==> config.mk <==
export PLATFORM = sky130hd
export DESIGN_NAME = edge_frame_writer_flat
export DESIGN_NICKNAME = d
export VERILOG_FILES = /design/src/rtl/edge_frame_writer_if.sv /design/src/rtl/edge_frame_writer.sv /design/src/flat_wrapper.sv
export SDC_FILE = /design/constraint.sdc
export NUM_CORES = 1
export LEC_CHECK = 0
export CELL_PAD_IN_SITES_DETAIL_PLACEMENT = 1
export CELL_PAD_IN_SITES_GLOBAL_PLACEMENT = 2
export CORE_ASPECT_RATIO = 0.8
export CORE_MARGIN = 10
export CORE_UTILIZATION = 33
export DETAILED_ROUTE_END_ITERATION = 8
export GPL_TIMING_DRIVEN = 0
export HOLD_SLACK_MARGIN = 0.03
export PLACE_DENSITY = 0.87
export SETUP_SLACK_MARGIN = 0.02
export SLEW_MARGIN = 20
export SYNTH_ARGS = -nofsm -noshare
export SYNTH_HDL_FRONTEND = slang
export SYNTH_SLANG_ARGS = --single-unit
==> constraint.sdc <==
create_clock -name iCLK -period 3.45 [get_ports iCLK]
set_input_delay 0.69 -clock iCLK [delete_from_list [all_inputs] [get_ports iCLK]]
set_output_delay 0.69 -clock iCLK [all_outputs]
set_load 0.01 [all_outputs]
==> src/rtl/edge_frame_writer_if.sv <==
// rtl/edge_frame_writer_if.sv - pixel stream, frame control and frame-buffer write port signals
interface edge_frame_writer_if;
   logic        iSTART;
   logic        iMODE;
   logic [11:0] iTHRESH;
   logic        iDVAL;
   logic [11:0] iDATA;
   logic        iWR_FULL;
   logic        oWR_EN;
   logic [15:0] oWR_DATA;
   logic [9:0]  oX;
   logic [9:0]  oY;
   logic        oBUSY;
   logic        oFRAME_DONE;
   logic        oOVERFLOW;

   modport master (
      output iSTART, iMODE, iTHRESH, iDVAL, iDATA, iWR_FULL,
      input  oWR_EN, oWR_DATA, oX, oY, oBUSY, oFRAME_DONE, oOVERFLOW
   );

   modport slave (
      input  iSTART, iMODE, iTHRESH, iDVAL, iDATA, iWR_FULL,
      output oWR_EN, oWR_DATA, oX, oY, oBUSY, oFRAME_DONE, oOVERFLOW
   );
endinterface

==> src/rtl/edge_frame_writer.sv <==
// rtl/edge_frame_writer.sv - frame-geometry counter, optional threshold and elastic write buffer
module edge_frame_writer #(
   parameter int WIDTH  = 640,
   parameter int HEIGHT = 480,
   parameter int DEPTH  = 4
) (
   input  logic                iCLK,
   input  logic                iRST,
   edge_frame_writer_if.slave  bus
);
   localparam int PW = $clog2(DEPTH);
   localparam int CW = $clog2(DEPTH + 1);
   localparam logic [9:0]    X_LAST   = 10'(WIDTH - 1);
   localparam logic [9:0]    Y_LAST   = 10'(HEIGHT - 1);
   localparam logic [CW-1:0] CNT_FULL = CW'(DEPTH);

   typedef enum logic [1:0] {S_IDLE, S_RUN, S_DRAIN, S_DONE} state_t;

   state_t          state_q, state_d;
   logic            mode_q, mode_d;
   logic [11:0]     thresh_q, thresh_d;
   logic [9:0]      x_q, x_d, y_q, y_d;
   logic            ovf_q, ovf_d;
   logic [CW-1:0]   count_q, count_d;
   logic [PW-1:0]   wr_ptr_q, wr_ptr_d, rd_ptr_q, rd_ptr_d;
   logic [15:0]     mem_q [DEPTH];
   logic [15:0]     mem_d [DEPTH];
   logic            accept, pop, push, start_ok;
   logic [15:0]     fmt_data;

   always_comb begin
      accept   = (state_q == S_RUN) && bus.iDVAL;
      pop      = (count_q != '0) && !bus.iWR_FULL;
      // A full buffer still takes a pixel when the head leaves in the same cycle.
      push     = accept && ((count_q != CNT_FULL) || pop);
      start_ok = bus.iSTART && ((state_q == S_IDLE) || (state_q == S_DONE));
      if (mode_q) fmt_data = (bus.iDATA >= thresh_q) ? 16'h0FFF : 16'h0000;
      else        fmt_data = {4'h0, bus.iDATA};
   end

   always_comb begin
      state_d  = state_q;
      mode_d   = mode_q;
      thresh_d = thresh_q;
      x_d      = x_q;
      y_d      = y_q;
      ovf_d    = ovf_q;
      count_d  = count_q;
      wr_ptr_d = wr_ptr_q;
      rd_ptr_d = rd_ptr_q;
      mem_d    = mem_q;

      case (state_q)
         S_IDLE:  if (bus.iSTART) state_d = S_RUN;
         S_RUN:   if (accept && (x_q == X_LAST) && (y_q == Y_LAST)) state_d = S_DRAIN;
         S_DRAIN: if (count_q == '0) state_d = S_DONE;
         S_DONE:  state_d = bus.iSTART ? S_RUN : S_IDLE;
         default: state_d = S_IDLE;
      endcase

      if (start_ok) begin
         mode_d   = bus.iMODE;
         thresh_d = bus.iTHRESH;
         x_d      = '0;
         y_d      = '0;
         ovf_d    = 1'b0;
      end

      // Geometry advances on every accepted pixel, dropped or not.
      if (accept) begin
         if (x_q == X_LAST) begin
            x_d = '0;
            y_d = y_q + 10'd1;
         end else begin
            x_d = x_q + 10'd1;
         end
         if (!push) ovf_d = 1'b1;
      end

      if (push) begin
         mem_d[wr_ptr_q] = fmt_data;
         wr_ptr_d        = wr_ptr_q + PW'(1);
      end
      if (pop) rd_ptr_d = rd_ptr_q + PW'(1);

      if (push && !pop)      count_d = count_q + CW'(1);
      else if (pop && !push) count_d = count_q - CW'(1);
   end

   always_ff @(posedge iCLK) begin
      if (!iRST) begin
         state_q  <= S_IDLE;
         mode_q   <= 1'b0;
         thresh_q <= '0;
         x_q      <= '0;
         y_q      <= '0;
         ovf_q    <= 1'b0;
         count_q  <= '0;
         wr_ptr_q <= '0;
         rd_ptr_q <= '0;
         for (int i = 0; i < DEPTH; i++) mem_q[i] <= '0;
      end else begin
         state_q  <= state_d;
         mode_q   <= mode_d;
         thresh_q <= thresh_d;
         x_q      <= x_d;
         y_q      <= y_d;
         ovf_q    <= ovf_d;
         count_q  <= count_d;
         wr_ptr_q <= wr_ptr_d;
         rd_ptr_q <= rd_ptr_d;
         mem_q    <= mem_d;
      end
   end

   assign bus.oWR_EN      = pop;
   assign bus.oWR_DATA    = mem_q[rd_ptr_q];
   assign bus.oX          = x_q;
   assign bus.oY          = y_q;
   assign bus.oBUSY       = (state_q == S_RUN) || (state_q == S_DRAIN);
   assign bus.oFRAME_DONE = (state_q == S_DONE);
   assign bus.oOVERFLOW   = ovf_q;
endmodule

==> src/flat_wrapper.sv <==
// flat-port wrapper written by rule: the top's interface ports become plain ports
module edge_frame_writer_flat 
#(
   parameter int WIDTH  = 640,
   parameter int HEIGHT = 480,
   parameter int DEPTH  = 4
)
  (iCLK, iRST, bus_iSTART, bus_iMODE, bus_iTHRESH, bus_iDVAL, bus_iDATA, bus_iWR_FULL, bus_oWR_EN, bus_oWR_DATA, bus_oX, bus_oY, bus_oBUSY, bus_oFRAME_DONE, bus_oOVERFLOW);
  edge_frame_writer_if bus_i ();
  input  logic iCLK;
  input  logic iRST;
  input wire logic [$bits(bus_i.iSTART)-1:0] bus_iSTART;
  input wire logic [$bits(bus_i.iMODE)-1:0] bus_iMODE;
  input wire logic [$bits(bus_i.iTHRESH)-1:0] bus_iTHRESH;
  input wire logic [$bits(bus_i.iDVAL)-1:0] bus_iDVAL;
  input wire logic [$bits(bus_i.iDATA)-1:0] bus_iDATA;
  input wire logic [$bits(bus_i.iWR_FULL)-1:0] bus_iWR_FULL;
  output wire logic [$bits(bus_i.oWR_EN)-1:0] bus_oWR_EN;
  output wire logic [$bits(bus_i.oWR_DATA)-1:0] bus_oWR_DATA;
  output wire logic [$bits(bus_i.oX)-1:0] bus_oX;
  output wire logic [$bits(bus_i.oY)-1:0] bus_oY;
  output wire logic [$bits(bus_i.oBUSY)-1:0] bus_oBUSY;
  output wire logic [$bits(bus_i.oFRAME_DONE)-1:0] bus_oFRAME_DONE;
  output wire logic [$bits(bus_i.oOVERFLOW)-1:0] bus_oOVERFLOW;
  assign bus_i.iSTART = bus_iSTART;
  assign bus_i.iMODE = bus_iMODE;
  assign bus_i.iTHRESH = bus_iTHRESH;
  assign bus_i.iDVAL = bus_iDVAL;
  assign bus_i.iDATA = bus_iDATA;
  assign bus_i.iWR_FULL = bus_iWR_FULL;
  assign bus_oWR_EN = bus_i.oWR_EN;
  assign bus_oWR_DATA = bus_i.oWR_DATA;
  assign bus_oX = bus_i.oX;
  assign bus_oY = bus_i.oY;
  assign bus_oBUSY = bus_i.oBUSY;
  assign bus_oFRAME_DONE = bus_i.oFRAME_DONE;
  assign bus_oOVERFLOW = bus_i.oOVERFLOW;
  edge_frame_writer #(.WIDTH(WIDTH), .HEIGHT(HEIGHT), .DEPTH(DEPTH)) u_core (.iCLK(iCLK), .iRST(iRST), .bus(bus_i));
endmodule
After elaboration in Yosys (flattened, before gate mapping)
Index checks and enable logic that the tools add are counted.
- equal/unequal tests: 9
- $add $sub $neg: 6
- muxes and demuxes: 24
- bitwise gates (word level): 2
- order comparisons: 4
- reduce and logical (&&, ||, !) cells: 21
- operators by type and width (operator ; count):
    $bwmux 64 ; 1
    $mux 16 ; 4
    $mux 10 ; 6
    $bmux 16 s2 ; 1
    $demux 16 s2 ; 1
    $add 10x1->10 const B ; 2
    $ge 12x12->1 ; 1
    $mux 12 ; 1
    $eq 10x10->1 const B ; 1
    $eq 10x9->1 const B ; 1
    $logic_and 1x1->1 ; 9
    $pmux 2 s4 ; 1
    $ge 3x3->1 const B ; 2
    $mux 2 ; 3
    $mux 3 ; 2
    $not 2->3 ; 2
    $add 2x1->2 const B ; 2
    $eq 2x2->1 const B ; 2
    $mux 1 ; 4
    $ne 2x2->1 const B ; 2
    $reduce_bool 2->1 ; 2
    $add 3x1->3 const B ; 1
    $logic_not 1->1 ; 3
    $logic_not 3->1 ; 1
    9 further kinds ; 11
- bits of input ports: 30
- output and inout bits: 40
- bits in registers: 107
- word-level logic and storage cells: 79

Longest topological paths before layout
- depth after elaboration: 8
- gate-level depth with buffers: 12

Worst setup path after synthesis
Ideal clock, no wire load.
- path type: input to register
- start: input port bus_iDVAL
- end: register u_core.count_q[2]
- setup time: 0.070 ns
- buffers on the path: 2
- stages: 10
- setup slack: 0.805 ns
- arrival time: 2.575 ns
- cells stage by stage: and2_1 > clkbuf_1 > and2_0 > clkbuf_1 > ha_1 > inv_1 > fa_1 > xor2_1 > or3_1 > a21oi_1
- word-level cells in the longest chain between the ends: 5
- elaborated cells on any way between the ends: 7
- classes of those cells: mux (1); reduce/logical (6)
- ends and longest elaborated chain (item ; RTL line ; source):
    start, declared ; flat_wrapper.sv:15 ; input wire logic [$bits(bus_i.iDVAL)-1:0] bus_iDVAL;
    $logic_and 1x1->1 * ; edge_frame_writer.sv:32 ; accept = (state_q == S_RUN) && bus.iDVAL;
    $logic_and 1x1->1 * ; edge_frame_writer.sv:35 ; push = accept && ((count_q != CNT_FULL) || pop);
    net u_core.push ; edge_frame_writer.sv:28 ; logic accept, pop, push, start_ok;
    $logic_not 1->1 ; n/a ;
    $logic_and 1x1->1 ; edge_frame_writer.sv:87 ; else if (pop && !push) count_d = count_q - CW'(1);
    $reduce_bool 2->1 (no line) ; n/a ;
    end signal, assigned ; edge_frame_writer.sv:109 ; count_q <= count_d;
    end, declared ; edge_frame_writer.sv:24 ; logic [CW-1:0] count_q, count_d;
The timed path passes the listed nets; every way through them passes the cells marked *.
A chain may end at the register's enable or synchronous reset.

Worst setup path after layout
- start: input port bus_iDATA[0]
- end: register u_core.mem_q[48] (netlist name)
- word-level cells in the longest chain between the ends: 4
- ends and longest elaborated chain (item ; RTL line ; source):
    start, declared ; flat_wrapper.sv:16 ; input wire logic [$bits(bus_i.iDATA)-1:0] bus_iDATA;
    $ge 12x12->1 ; edge_frame_writer.sv:37 ; if (mode_q) fmt_data = (bus.iDATA >= thresh_q) ? 16'h0FFF : 16'h0000;
    $mux 12 ; edge_frame_writer.sv:37 ;
    $mux 16 * ; edge_frame_writer.sv:37 ;
    $bwmux 64 * ; edge_frame_writer.sv:81 ; mem_d[wr_ptr_q] = fmt_data;
    end signal, assigned ; edge_frame_writer.sv:112 ; mem_q <= mem_d;
    end, declared ; edge_frame_writer.sv:26 ; logic [15:0] mem_q [DEPTH];
Every way passes the cells marked *; elsewhere a longest branch is shown, timed or not.

==> summary.md <==
| Metric | Value |
|---|---|
| Status | `finished, final reports clean` |
| DRC | `0` |
| Avg Synthesized Cell Area | `8.55 um^2` |
| Core Area | `0.0143 mm^2` |
| Leakage | `2.08 nW` |
| Final ANT Viol Nets | `0` |
| Skew final | `0.00983 ns` |
| Boundary Pins | `70` |
| Critical Path AT | `3.47 ns` |
| Num CTS Buffers | `9` |
| Initial antenna violation count | `0` |
| TritonCTS clock tree | `yes` |
| Clk Latency, worst-skew pair | `0.36 ns` |
| Top cell type by total area after synthesis | `dfxtp_1` |
| Post-synth EDFFs | `0` |
| Initial Utilization | `0.339` |
| Layout area overhead | `24.6%` |
| Placed Area | `0.00575 mm^2` |
| Total Nets Final | `703` |
| Vias in the first global route | `5,029` |
| Die height | `129 um` |
| DR vias/cell | `5.80` |
| Yosys top cell area share | `0.375` |
| Fin. max-slew vios | `0` |
| Most common cell in the netlist | `dfxtp_1` |
| Std-Cell Rows | `39` |
| DP HPWL | `13,000 um` |
| Design Area, Final | `0.00606 mm^2` |
| Wirelength per Cell | `21.3 um` |
| CP endpoint kind | `register` |
| Final Wtd Congestion | `0.864` |
| Layout cells sized above 1 | `0.0582` |
| Final Hold Vio Count | `0` |
| Psw | `1.17 mW` |
| Post-CTS Hold Buffers | `0` |
| PD cells | `541 mW/mm^2` |
| Synth Register Bits | `91` |
| Asr flop ratio synth | `0` |
| VDD IR-drop max | `0.000296 V` |
| CP required | `3.67 ns` |
| Gr ovfl total | `0` |
| Combinational share of power | `0.316` |
| CTS Buffer Depth | `2` |
| Clock sinks | `91` |
| Final Cycle Share | `0.941` |
| Clock power share | `0.306` |
| Tmin final | `3.25 ns` |
| Pre-Repair DR Iteration Count | `4` |
| Synth warn | `0` |
| Switching Fraction | `0.356` |
| WS Path Type | `primary input to register` |
| Seq/Total Area, Yosys | `0.375` |
| Startpoint Class | `primary input` |
| Routed Wire Length | `17,900 um` |
| Tightest Hold Check Type | `register to register` |
| Sequential power share | `0.378` |
| Area contributors post-synth | `dfxtp_1, a32oi_1, o31ai_1` |
| Syn Std Cell Area | `0.00486 mm^2` |
| Gr usage total | `0.177` |
| Chip width | `156 um` |
| Critical path peak fanout | `10` |
| Post CTS Setup Buffer Count | `0` |
| Clk slew on worst S/H paths | `0.07 ns` |
| Final core utilization | `0.422` |
| Max-Cap Viols | `0` |
| Slew margin rel. | `0.285` |
| Root Buffer | `clkbuf_16` |
| Gate Count Post-Synth | `569` |
| Setup Viol. Count Final | `0` |
| Synth top cells by count | `dfxtp_1, nor2_1, o31ai_1, a32oi_1, clkbuf_1` |
| Vias after detailed routing | `4,857` |
| P_int | `2.11 mW` |
| Full die area | `0.0200 mm^2` |
| Hold WS | `0.454 ns` |
| Worst Tran Pin Value | `1.06 ns` |
| Top FF cell, synth | `dfxtp_1` |
| Post-synthesis cell type count | `53` |
| DRT iter0 DRCs | `446` |
| IO Port Bufs | `65` |
| First-pass GRT wire length | `28,300 um` |
| Antenna cells | `0` |
| H-tree Lvls | `3` |
| Max Clk Rate | `308 MHz` |
| RSZ-0062 raised after global routing | `false` |
| FILL cells | `1,720` |
| Largest net degree at the start of global routing | `16` |
==> power groups by stage <==
stage,sequential (mW),combinational [mW],clock [mW]
CTS,1.24,1.04,1.01
global placement,1.25,0.994,0
finish,1.24,1.04,1.00
detailed placement,1.26,1.03,0
floorplan,1.24,0.658,0
global route,1.26,1.15,1.05
==> worst max-delay path, stage by stage <==
cell	delay, ns
clkdlybuf4s50_1	0.58
inv_1	0.09
ha_1	0.28
nand2b_1	0.15
a2111oi_0	0.51
nor4_1	0.17
clkbuf_1	0.29
clkbuf_2	0.33
a32oi_1	0.26
o31ai_1	0.11
==> path summary, 6_finish.rpt <==
| check | start | to | slack (ns) | cells after the start |
|---|---|---|---|---|
| max reg2reg | u_core.state_q[1]$_SDFFE_PN0P_ | u_core.count_q[2]$_SDFFE_PN0P_ | 0.37 | 12 |
| min reg2reg | u_core.thresh_q[10]$_SDFFE_PN0P_ | u_core.thresh_q[10]$_SDFFE_PN0P_ | 0.45 | 2 |
| max | bus_iDATA[0] | u_core.mem_q[48]$_SDFFE_PN0P_ | 0.20 | 10 |
| min | u_core.thresh_q[10]$_SDFFE_PN0P_ | u_core.thresh_q[10]$_SDFFE_PN0P_ | 0.45 | 2 |
==> layout make-up <==
class / instances / area (um^2) / share of cell area
flip-flops and latches: 91 / 1820 / 0.301
plain buffers: 52 / 221 / 0.0366
clock inverters: 7 / 68.8 / 0.0114
clock buffers: 9 / 225 / 0.0372
multi-input cells: 408 / 2760 / 0.456
inverters: 21 / 78.8 / 0.0130
repair buffers: 65 / 651 / 0.107
well taps: 184 / 230 / 0.0380
==> kinds of logic after synthesis <==
logic type | count (synthesis) | share of synthesized area
xor+xnor | 7 | 0.0126
buf+inv | 73 | 0.0597
compound gates | 180 | 0.259
fa+ha+maj | 25 | 0.0659
mux | 15 | 0.0618
flops | 91 | 0.375
simple gates | 177 | 0.165
other cells | 1 | 0.000771
==> sequential cells by signal (all words and copies together), names as in the netlist <==
name / flops
u_core.wr_ptr_q: 2
u_core.bus.oOVERFLOW: 1
u_core.bus.oY: 10
u_core.mode_q: 1
u_core.rd_ptr_q: 2
u_core.count_q: 3
u_core.bus.oX: 10
u_core.state_q: 2
u_core.mem_q: 48
u_core.thresh_q: 12
==> metrics by stage <==
stage                     instances  power (mW)  TNS (ns)  setup WS [ns]
after floorplan                 572        1.89         0          0.805
after detailed placement        821        2.29     -5.27         -0.285
after global placement          821        2.25     -4.68         -0.273
after global routing            837        3.46         0         0.0780
after CTS                       837        3.29         0         0.0726
final                           837        3.28         0          0.203
==> metal layers <==
| layer | wire length (um) | vias up | global-route usage |
|---|---|---|---|
| met4 | 245 | 0 | 0.0478 |
| met2 | 8430 | 167 | 0.290 |
| met1 | 7930 | 2396 | 0.225 |
| li1 | - | 2273 | - |
| met5 | 0 | - | 0 |
| met3 | 1270 | 21 | 0.0476 |
==> repair_timing <==
action	4_1_cts	5_1_grt
cloned	0	0
endpoints found under the setup margin	7	20
endpoints found under the hold margin	0	0
gates resized for setup	2	4
==> cell usage in the layout, fill, tap and decap left out, drive strengths merged, types with 17 or more instances in the layout <==
cell and instances:
a21oi 35, a32oi 48, clkbuf 53, clkdlybuf4s50 65, dfxtp 91, ha 24
inv 21, nand2 41, nand3 17, nor2 81, o21ai 28, o31ai 49
Power figures use the tool's default switching activity.
